`src/rtl/nco_rx_monitor.sv`:
```
// -----------------------------------------------------------------------------
// nco_rx_monitor
//
// Sink for the NCO sample stream. Measures the sine period in samples between
// rising zero crossings. Also captures the sine min/max over each period,
// compares the period against an expected value with a tolerance, and reports
// lock and sticky error/overflow flags.
//
// Handshake: a sample is taken on a rising clk edge when reset_n, clken and
// out_valid are all high (an "accept"). There is no back-pressure. The NCO
// presents a new sample whenever out_valid is high. Nothing but clear_i and
// reset moves on a non-accept edge.
//
// Ports
//   clk, reset_n     clock, synchronous active-low reset
//   clken            clock enable (low: all state holds)
//   out_valid        sample valid from the NCO
//   fsin_i, fcos_i   signed sine / cosine samples (cosine only registered)
//   exp_period_i     expected period in samples, sampled at crossings
//   tol_i            allowed |period - exp_period_i|, sampled at crossings
//   clear_i          clears err_o / ovf_o (a same-cycle set wins)
//   period_o         last measured period
//   period_vld_o     one-cycle pulse when period_o / sin_*_o update
//   sin_max_o/min_o  sine max/min over the last period
//   locked_o         high while in LOCK
//   err_o            sticky: out-of-tolerance period while locked
//   ovf_o            sticky: period counter saturated
//   dbg_state_o      FSM state (0 IDLE, 1 ACQ, 2 LOCK)
//   dbg_cos_o        registered cosine sample, reserved for quadrature checks
// -----------------------------------------------------------------------------
module nco_rx_monitor #(
  parameter int DW       = 14,
  parameter int PER_W    = 16,
  parameter int LOCK_CNT = 4
) (
  input  logic                    clk,
  input  logic                    reset_n,
  input  logic                    clken,
  input  logic                    out_valid,
  input  logic signed [DW-1:0]    fsin_i,
  input  logic signed [DW-1:0]    fcos_i,
  input  logic        [PER_W-1:0] exp_period_i,
  input  logic        [7:0]       tol_i,
  input  logic                    clear_i,
  output logic        [PER_W-1:0] period_o,
  output logic                    period_vld_o,
  output logic signed [DW-1:0]    sin_max_o,
  output logic signed [DW-1:0]    sin_min_o,
  output logic                    locked_o,
  output logic                    err_o,
  output logic                    ovf_o,
  output logic        [1:0]       dbg_state_o,
  output logic signed [DW-1:0]    dbg_cos_o
);

  typedef enum logic [1:0] {
    ST_IDLE = 2'd0,
    ST_ACQ  = 2'd1,
    ST_LOCK = 2'd2
  } state_t;

  localparam int MW = $clog2(LOCK_CNT + 1);
  localparam logic [PER_W-1:0] CNT_MAX  = {PER_W{1'b1}};
  // One below saturation: incrementing from here (or holding at max) saturates.
  localparam logic [PER_W-1:0] CNT_NEAR = {{(PER_W-1){1'b1}}, 1'b0};

  state_t                   state_q;
  logic signed [DW-1:0]     prev_q;
  logic                     prev_ok_q;
  logic        [PER_W-1:0]  cnt_q, cnt_d;
  logic signed [DW-1:0]     run_min_q, run_min_d;
  logic signed [DW-1:0]     run_max_q, run_max_d;
  logic        [MW-1:0]     match_q;
  logic        [PER_W-1:0]  period_q;
  logic                     period_vld_q;
  logic signed [DW-1:0]     sin_max_q, sin_min_q;
  logic                     locked_q, err_q, ovf_q;
  logic signed [DW-1:0]     cos_q;

  logic                     accept;
  logic                     crossing;
  logic                     sat;
  logic        [PER_W:0]    cnt_ext, exp_ext, abs_diff, tol_ext;
  logic                     in_tol;
  logic        [MW-1:0]     match_inc;

  assign accept   = clken & out_valid;
  // prev < 0 and s >= 0 reduces to the two sign bits.
  assign crossing = prev_ok_q & prev_q[DW-1] & ~fsin_i[DW-1];
  assign sat      = ~crossing & (cnt_q >= CNT_NEAR);

  // Distance is taken in PER_W+1 bits so it can never wrap.
  always_comb begin
    cnt_ext   = {1'b0, cnt_q};
    exp_ext   = {1'b0, exp_period_i};
    abs_diff  = (cnt_ext >= exp_ext) ? (cnt_ext - exp_ext) : (exp_ext - cnt_ext);
    tol_ext   = (PER_W+1)'(tol_i);
    in_tol    = (abs_diff <= tol_ext);
    match_inc = match_q + MW'(1);
  end

  always_comb begin
    cnt_d     = cnt_q;
    run_min_d = run_min_q;
    run_max_d = run_max_q;
    if (crossing) begin
      cnt_d     = PER_W'(1);
      run_min_d = fsin_i;
      run_max_d = fsin_i;
    end else begin
      cnt_d     = sat ? CNT_MAX : (cnt_q + PER_W'(1));
      run_min_d = (fsin_i < run_min_q) ? fsin_i : run_min_q;
      run_max_d = (fsin_i > run_max_q) ? fsin_i : run_max_q;
    end
  end

  always_ff @(posedge clk) begin
    if (!reset_n) begin
      state_q      <= ST_IDLE;
      prev_q       <= '0;
      prev_ok_q    <= 1'b0;
      cnt_q        <= '0;
      run_min_q    <= '0;
      run_max_q    <= '0;
      match_q      <= '0;
      period_q     <= '0;
      period_vld_q <= 1'b0;
      sin_max_q    <= '0;
      sin_min_q    <= '0;
      locked_q     <= 1'b0;
      err_q        <= 1'b0;
      ovf_q        <= 1'b0;
      cos_q        <= '0;
    end else begin
      period_vld_q <= 1'b0;
      // Clear first so a set further down in the same cycle takes priority.
      if (clear_i) begin
        err_q <= 1'b0;
        ovf_q <= 1'b0;
      end
      if (accept) begin
        prev_q    <= fsin_i;
        prev_ok_q <= 1'b1;
        cos_q     <= fcos_i;
        cnt_q     <= cnt_d;
        run_min_q <= run_min_d;
        run_max_q <= run_max_d;
        if (crossing) begin
          if (state_q != ST_IDLE) begin
            // Running extremes still exclude the crossing sample here.
            period_q     <= cnt_q;
            sin_max_q    <= run_max_q;
            sin_min_q    <= run_min_q;
            period_vld_q <= 1'b1;
          end
          case (state_q)
            ST_IDLE: state_q <= ST_ACQ;
            ST_ACQ: begin
              if (in_tol) begin
                match_q <= match_inc;
                if (match_inc >= MW'(LOCK_CNT)) begin
                  state_q  <= ST_LOCK;
                  locked_q <= 1'b1;
                end
              end else begin
                match_q <= '0;
              end
            end
            ST_LOCK: begin
              if (!in_tol) begin
                err_q    <= 1'b1;
                locked_q <= 1'b0;
                match_q  <= '0;
                state_q  <= ST_ACQ;
              end
            end
            default: state_q <= ST_IDLE;
          endcase
        end else if (sat) begin
          // No crossing for 2^PER_W-1 samples: the measurement is meaningless.
          ovf_q    <= 1'b1;
          state_q  <= ST_IDLE;
          match_q  <= '0;
          locked_q <= 1'b0;
        end
      end
    end
  end

  assign period_o     = period_q;
  assign period_vld_o = period_vld_q;
  assign sin_max_o    = sin_max_q;
  assign sin_min_o    = sin_min_q;
  assign locked_o     = locked_q;
  assign err_o        = err_q;
  assign ovf_o        = ovf_q;
  assign dbg_state_o  = state_q;
  assign dbg_cos_o    = cos_q;

endmodule

```
`config.mk`:
```
export PLATFORM = sky130hd
export DESIGN_NAME = nco_rx_monitor
export DESIGN_NICKNAME = d
export VERILOG_FILES = /design/src/rtl/nco_rx_monitor.sv
export SDC_FILE = /design/constraint.sdc
export NUM_CORES = 1
export LEC_CHECK = 0
export ABC_AREA = 1
export CORE_MARGIN = 5
export CORE_UTILIZATION = 55
export CTS_CLUSTER_DIAMETER = 30
export DETAILED_ROUTE_END_ITERATION = 7
export HOLD_SLACK_MARGIN = 0.03
export PLACE_DENSITY = 0.8
export SYNTH_ARGS = -nofsm -noshare
export SYNTH_HDL_FRONTEND = slang
export SYNTH_SLANG_ARGS = --single-unit
```
`constraint.sdc`:
```
create_clock -name clk -period 5.4 [get_ports clk]
set_clock_uncertainty 0.15 [all_clocks]
set_input_delay 1.35 -clock clk [delete_from_list [all_inputs] [get_ports clk]]
set_output_delay 1.35 -clock clk [all_outputs]
set_load 0.005 [all_outputs]
```
Word level (Yosys, flattened, before mapping)
Cells that the tools add are included.
{"block": "totals", "n_memories": 0, "output_inout_bits": 64, "mem_bits_rw": 0, "regBits": 126, "latch_bits": 0, "elab_cells": 83, "romBits": 0, "inputBits": 57}
{"block": "op_classes", "reduce_logical": 12, "shift": 0, "mul": 0, "mux": 34, "bitwise": 6, "order_cmp": 6, "addsub": 4, "div_mod_pow": 0, "eq_ne": 6}
{"cell": "14-bit two-way mux", "count": 4}
{"cell": "16-bit by 16-bit subtractor with 17-bit output", "count": 2}
{"cell": "16-bit two-way mux", "count": 2}
{"cell": "17-bit by 8-bit <= comparator with 1-bit output", "count": 1}
{"cell": "17-bit two-way mux", "count": 1}
{"cell": "16-bit by 1-bit adder with 16-bit output, second input constant", "count": 1}
{"cell": "16-bit >= comparator", "count": 1}
{"cell": "16-bit >= comparator, second input constant", "count": 1}
{"cell": "1-bit two-way mux", "count": 15}
{"cell": "14-bit greater-than comparator", "count": 1}
{"cell": "14-bit < comparator", "count": 1}
{"cell": "3-bit two-way mux", "count": 4}
{"cell": "2-bit two-way mux", "count": 5}
{"cell": "3-bit inequality test, second input constant", "count": 3}
{"cell": "2-bit nonzero test", "count": 4}
{"cell": "2-bit case mux with 3 select lines", "count": 1}
{"cell": "3-bit case mux with 2 select lines", "count": 1}
{"cell": "3-bit AND reduction", "count": 2}
{"cell": "6-bit AND reduction", "count": 1}
{"cell": "5-bit AND reduction", "count": 1}
{"cell": "1-bit bitwise AND", "count": 4}
{"cell": "2-bit AND reduction", "count": 2}
{"cell": "4-bit AND reduction", "count": 1}
{"cell": "3-bit by 1-bit adder with 3-bit output, second input constant", "count": 1}
{"cell": "7 further kinds", "count": 8}

Depth between registers and ports, before layout
{"block": "depth", "depth_word": 7, "depth_mapped": 29, "depth_no_buf": 27}

Least setup slack after synthesis
Ideal clock, no wire load.
{"block": "synth_timing", "path_type": "input to register", "startpoint": "in exp_period_i[8]", "endpoint": "reg match_q[2]", "path_buffers": 1, "required_ps": 5122, "stages": 25, "t_arrival_ps": 4247, "path_slack_ps": 876, "setup_ps": 128, "cell_sequence": "inv_1 ha_1 nand2_4 inv_2 a21oi_2 nand3_2 nand2_2 nand2_2 buf_6 o21ai_0 xor2_1 inv_1 ha_1 a21oi_1 o21ai_0 o21ai_0 nand2_1 nand2_1 nand3_2 nor2_4 nand4_4 nand3b_4 nand2_1 o21ai_1 nor2_1"}
{"block": "synth_between", "elab_chain_len": 6, "elab_cells_between_ends": 10}
{"element": "from (decl)", "line_no": "42", "rtl": "input logic [PER_W-1:0] exp_period_i,"}
{"element": "16-bit by 16-bit subtractor with 17-bit output / 16-bit >= comparator (equally long branches)", "line_no": "96", "rtl": "abs_diff = (cnt_ext >= exp_ext) ? (cnt_ext - exp_ext) : (exp_ext - cnt_ext);"}
{"element": "17-bit two-way mux (*)", "line_no": "96"}
{"element": "17-bit by 8-bit <= comparator with 1-bit output (*)", "line_no": "98", "rtl": "in_tol = (abs_diff <= tol_ext);"}
{"element": "3-bit two-way mux", "line_no": "159", "rtl": "if (in_tol) begin"}
{"element": "3-bit case mux with 2 select lines", "line_no": "156", "rtl": "case (state_q)"}
{"element": "3-bit two-way mux", "line_no": "148", "rtl": "if (crossing) begin"}
{"element": "to (signal assigned)", "line_no": "160", "rtl": "match_q <= match_inc;"}
{"element": "to (decl)", "line_no": "73", "rtl": "logic [MW-1:0] match_q;"}
Mark *: on every way between the ends. The rest lies on a longest branch, timed or not.
A chain may end at the register's enable or synchronous reset.

Worst setup path in the final report
{"block": "layout_timing", "startpoint": "in exp_period_i[12]", "endpoint": "reg state_q[1] (netlist: dbg_state_o[1])"}
{"block": "layout_between", "elab_chain_len": 5, "elab_cells_between_ends": 8}
{"element": "16-bit by 16-bit subtractor with 17-bit output / 16-bit >= comparator (equally long branches)", "line_no": "96"}
{"element": "17-bit two-way mux (*)", "line_no": "96"}
{"element": "17-bit by 8-bit <= comparator with 1-bit output (*)", "line_no": "98"}
{"element": "3-bit inequality test (no source line)"}
{"element": "5-bit AND reduction (no source line) (*)"}
{"element": "to (signal assigned)", "line_no": "119", "rtl": "state_q <= ST_IDLE;"}
{"element": "to (signal assigned)", "line_no": "157", "rtl": "ST_IDLE: state_q <= ST_ACQ;"}
{"element": "to (signal assigned)", "line_no": "162", "rtl": "state_q <= ST_LOCK;"}
{"element": "to (decl)", "line_no": "67", "rtl": "state_t state_q;"}
Marks and branches as above.

==> reports/metrics.csv <==
metric;value;unit
async_flop_share;0;
initial_utilization;0.564;
area_growth_syn_to_layout;26.2;%
synth_area;7520;um2
cts_made_buffers;17;
gp_congestion;0.940;
synth_cell_type_count;43;
cap_violations;0;
r2r_setup_slack;1.51;ns
rsz0062_at_grt;false;
cts_hold_buf;0;
setup_viol;0;
reg2reg_from;cnt_q[3]$_SDFFE_PN0P_;
grt_pass1_vias;7021;
synth_nets;1275;
vias;7477;
final_common_cell;nand2_1;
postCtsSetupRepairBufs;0;
avgSynthCellArea;6.57;um2
drt_pass1_iterations;5;
clockBufferDepth;2;
tns;0;ns
die_x;127;um
final_util;0.711;
cp.required;5.52;ns
slew_viol_final;0;
nets;1397;
tightest_slew;0.896;ns
synth-seq-cells;113;
cp_max_fo;9;
finalWirelength;20900;um
cts.clk_slew.worst_paths;0.06;ns
grt_overflow;0;
drtIter0Drc;569;
synth_cells;1146;
setup.worst_path.end;dbg_state_o[1]$_SDFFE_PN0P_;
synth_top_flop_cell;dfxtp_1;
startpoint;exp_period_i[12];
yosys_warnings;0;
clkSinkCount;113;
grt_max_degree;90;
die_area;16100;um2
cp-start-kind;input pin;
grt_pass1_wl;34200;um
drtAntennaViolNets;0;
final.min_clock_period;4.92;ns
core_area;13300;um2
rr_worst_depth;25;
hold_violations;0;
tritoncts;yes;
cp-end-kind;flop;
power_density;240;nW/um2
drc;0;
cts_max_level;4;
ios;121;
r2r-end;dbg_state_o[1]$_SDFFE_PN0P_;
clk-insertion-delay-late;0.42;ns
holdCritPathClass;reg2reg;
critical_path_class;in2reg;
die_y;127;um
drive_gt1_frac;0.0648;
antenna_found_initial;0;
peakVddDrop;229;uV
status;finished clean;
layout_common_cells;nand2_1 (250), inv_1 (217), a21oi_1 (121);
p_leak;4.36;nW
worstPathArrival;5.04;ns
ctsResizeCount;0;
synth-edff-count;0;
seq_area_frac_synth;0.301;
hpwl;15800;um
viasPerCell;5.13;
max_freq;203;MHz
post_drt_wl_per_cell;14.3;um
relSlewSlack;0.400;
period_share;0.912;
n_antenna_cell;0;
numPortBuffers;120;
clockRootBuffer;clkbuf_16;
grt_usage;0.259;
rows;42;
worst min-delay path by stage:
stage	startpoint	to	slack [ns]	cells after the start
CTS	sin_max_o[4]$_SDFFE_PN0P_	sin_max_o[4]$_SDFFE_PN0P_	0.29	2
global route	period_o[8]$_SDFFE_PN0P_	period_o[8]$_SDFFE_PN0P_	0.31	2
detailed placement	sin_min_o[2]$_SDFFE_PN0P_	sin_min_o[2]$_SDFFE_PN0P_	0.29	2
global placement	period_o[9]$_SDFFE_PN0P_	period_o[9]$_SDFFE_PN0P_	0.28	2
floorplan	prev_q[13]$_SDFFE_PN0P_	prev_q[13]$_SDFFE_PN0P_	0.28	2
finish	sin_min_o[2]$_SDFFE_PN0P_	sin_min_o[2]$_SDFFE_PN0P_	0.29	2
kinds of logic (layout without fill, tap and decap cells):
family / after synthesis / after routing / synth area share
simple gates: 436 / 436 / 0.253
buf+inv: 255 / 390 / 0.129
compound gates: 251 / 251 / 0.173
flops: 113 / 113 / 0.301
fa+ha+maj: 72 / 72 / 0.122
xor+xnor: 19 / 19 / 0.0221
routing by layer:
| layer | up-vias | share of wire | GRT usage |
|---|---|---|---|
| met3 | 20 | 0.080 | 0.0803 |
| li1 | 3880 | - | - |
| met4 | 0 | 0.011 | 0.0505 |
| met5 | - | 0 | 0 |
| met1 | 3349 | 0.45 | 0.338 |
| met2 | 228 | 0.46 | 0.426 |
layout make-up:
class	count	area, um2
clock inverter	15	139
fill	1143	3850
clock buffer	17	425
inverter	222	833
tap	176	220
multi-input combinational	778	4300
timing repair buffer	136	1320
sequential	113	2260
power by group:
part	internal, mW	switching (mW)	leakage, nW
Combinational	0.149	0.206	3.18
Sequential	0.862	0.0162	0.917
Clock	0.633	0.417	0.261
state kept, by name (all words and copies together) (netlist names):
signal / cells
cnt_q: 16
dbg_cos_o: 14
dbg_state_o: 2
err_o: 1
locked_o: 1
match_q: 3
ovf_o: 1
period_o: 16
period_vld_o: 1
prev_ok_q: 1
prev_q: 1
run_max_q: 14
run_min_q: 14
sin_max_o: 14
sin_min_o: 14
Yosys cell counts, types with 2 or more instances:
master / number / area share
nor2_1: 94 / 0.047
nor2_2: 3 / 0.0025
nand3_2: 4 / 0.0053
a31oi_1: 2 / 0.0017
nand2_2: 9 / 0.0075
and3_1: 2 / 0.0017
buf_6: 2 / 0.0030
and2_1: 2 / 0.0017
o31ai_1: 2 / 0.0020
ha_1: 70 / 0.12
o21ai_1: 3 / 0.0020
dfxtp_1: 113 / 0.30
o21a_1: 2 / 0.0020
fa_1: 2 / 0.0053
nand2_1: 250 / 0.12
a21oi_2: 2 / 0.0023
inv_1: 217 / 0.11
nor2_4: 3 / 0.0045
o211ai_1: 3 / 0.0030
clkbuf_1: 29 / 0.014
o21ai_0: 110 / 0.073
xnor2_1: 4 / 0.0047
o21bai_1: 2 / 0.0020
nand4_1: 14 / 0.012
nand3_1: 35 / 0.023
nor3_1: 11 / 0.0073
a21oi_1: 121 / 0.080
inv_2: 4 / 0.0020
xor2_1: 15 / 0.017
nor3_2: 3 / 0.0040
worst max-delay path: stages:
cell and delay (ns):
clkdlybuf4s50_1 0.50, inv_1 0.05, ha_1 0.39, nand2_1 0.13
inv_1 0.08, nand2_1 0.06, nand2_1 0.08, nand2_1 0.10
nand2_1 0.07, nor2_2 0.13, nand2_2 0.13, o21ai_0 0.23
xor2_1 0.18, inv_1 0.07, ha_1 0.29, a21oi_1 0.13
o21ai_0 0.08, o21ai_0 0.14, nand2_1 0.06, nand2_1 0.07
nand3_2 0.09, nor2_4 0.16, nand3_4 0.11, nand2_2 0.10
nand3_1 0.11, nand2_1 0.09, a21oi_1 0.05
per-stage QoR:
| step | setup slack, ns | cell area [um2] | power [mW] | instances | hold WS, ns |
|---|---|---|---|---|---|
| after floorplan | 0.876 | 7520 | 1.11 | 1146 | 0.280 |
| after global placement | 0.111 | 8930 | 1.23 | 1425 | 0.283 |
| after detailed placement | 0.0785 | 8930 | 1.24 | 1425 | 0.286 |
| after CTS | 0.486 | 9500 | 2.29 | 1457 | 0.294 |
| after global routing | 0.0154 | 9500 | 2.39 | 1457 | 0.313 |
| final | 0.475 | 9500 | 2.28 | 1457 | 0.292 |
Note: power is estimated with default switching activity, not from simulation.
==> edit (same settings) <==
Make the reset (`reset_n`) asynchronous in one clocked block. Comments in the files are not updated.
--- a/src/rtl/nco_rx_monitor.sv
+++ b/src/rtl/nco_rx_monitor.sv
@@ -115,5 +115,5 @@
   end
 
-  always_ff @(posedge clk) begin
+  always_ff @(posedge clk or negedge reset_n) begin
     if (!reset_n) begin
       state_q      <= ST_IDLE;
Formal check against the unedited RTL: differs if reset_n is asserted again (counterexample within 4 cycles, from zero or initial values and one cycle with reset_n low); with reset_n held inactive, the same outputs for 4 cycles.
==> edit against the original RTL <==
Hold slack improved by 0.026 ns; setup slack got worse by 0.076 ns; synthesized area up 2.3%; global-route usage rose by 0.29 points; critical endpoint is now dbg_state_o[0]; via count decreased by 2.2%; sequential cell count unchanged; cell area is 2.0% higher; die area rose by 2.2%; highest routed layer unchanged; routed wire length grew 0.25%.
Power is not compared: it rests on default switching activity, and its combinational part moved more than twofold at a synthesized area within 25%.
==> edit: results (changes against the original RTL) <==
Via density 5.251 (+2.3%); largest net degree at the start of global routing 73 (-19%); Slew @ Worst Pin 1.024 ns (+0.1276 ns); Final nets 1330 (-4.8%); status complete, no violations; Pwr Total 3.924 mW; total track usage 0.2621 (+0.002946); crit path to dbg_state_o[0]; routed wl met2 10.38 mm (+7.5%); area of placed instances 0.009145 mm^2 (+2.4%); Adder-Cell Fraction of Synth Area 0.1189 (-0.002788); ys flop type dfrtp_1; Post-Syn Instances 1069 (-6.7%); initial drt markers 506 (-11%); first-pass GRT wire length 34.81 mm (+1.8%); GRT met1 Usage 0.3136 (-0.02463); R2R Path Start cnt_q[8]; Layout Cells excl Fill 1392 (-4.5%); Synth Area in XOR/XNOR 0.01820 (-0.003918); # fillers 1165 (+1.9%); Worst Setup SP exp_period_i[4]; post-synthesis compound-gate area fraction 0.1108 (-0.06213); Routed met1 length 8.705 mm (-6.7%); Worst R2R Setup Slack 1.43 ns (-0.08 ns); top cells by area, synth dfrtp_1, nand2_1, ha_1, inv_1, o21ai_0; sequential-to-total area share from yosys stat 0.3672 (+0.06655); Avg WL per Cell 15.04 um (+4.9%); vias in the first global route 7517 (+7.1%); worst-case reg-to-reg path depth 27 (+8.0%); met2 Usage GRT 0.4542 (+0.02828)
==> edit: cell type report <==
class | count | area share
multi-input cells | 755 | 0.4245
repair buffers | 134 | 0.1346
flip-flops and latches | 113 | 0.2920
clock buffers | 24 | 0.04974
well taps | 180 | 0.02326
clock inverters | 6 | 0.005943
inverters | 180 | 0.06990
==> edit: kinds of logic (layout without fill, tap and decap cells) <==
| group | count (synthesis) | after routing |
|---|---|---|
| flops | 113 | 113 |
| fa+ha+maj | 72 | 72 |
| buf+inv | 201 | 344 |
| xor+xnor | 16 | 16 |
| simple gates | 509 | 509 |
| compound gates | 158 | 158 |
==> edit: metrics by stage <==
step / util / setup slack, ns
floorplan: - / 0.9442
global placement: 0.6614 / 0.05501
detailed placement: 0.6614 / -0.01706
CTS: 0.7004 / 0.4014
global route: 0.7004 / 0.02092
finish: 0.7004 / 0.3990
==> edit: how the worst min path moves through the flow <==
| stage | from | to | slack (ns) | cells after the start |
|---|---|---|---|---|
| floorplan | prev_ok_q | prev_ok_q | 0.28 | 2 |
| global placement | prev_ok_q | prev_ok_q | 0.29 | 2 |
| detailed placement | run_min_q[12] | run_min_q[12] | 0.31 | 2 |
| CTS | run_min_q[12] | run_min_q[12] | 0.32 | 2 |
| global route | run_min_q[7] | run_min_q[7] | 0.34 | 2 |
| finish | run_min_q[6] | run_min_q[6] | 0.32 | 2 |
==> edit: worst max-delay path, delay by kind of cell <==
kind | cells | cell delay (ns)
and+or+nand+nor | 16 | 1.44
AOI/OAI and AO/OA | 5 | 0.75
buffers and inverters | 5 | 0.74
adders and majority gates | 2 | 0.67
xor gates and xnor gates | 1 | 0.19
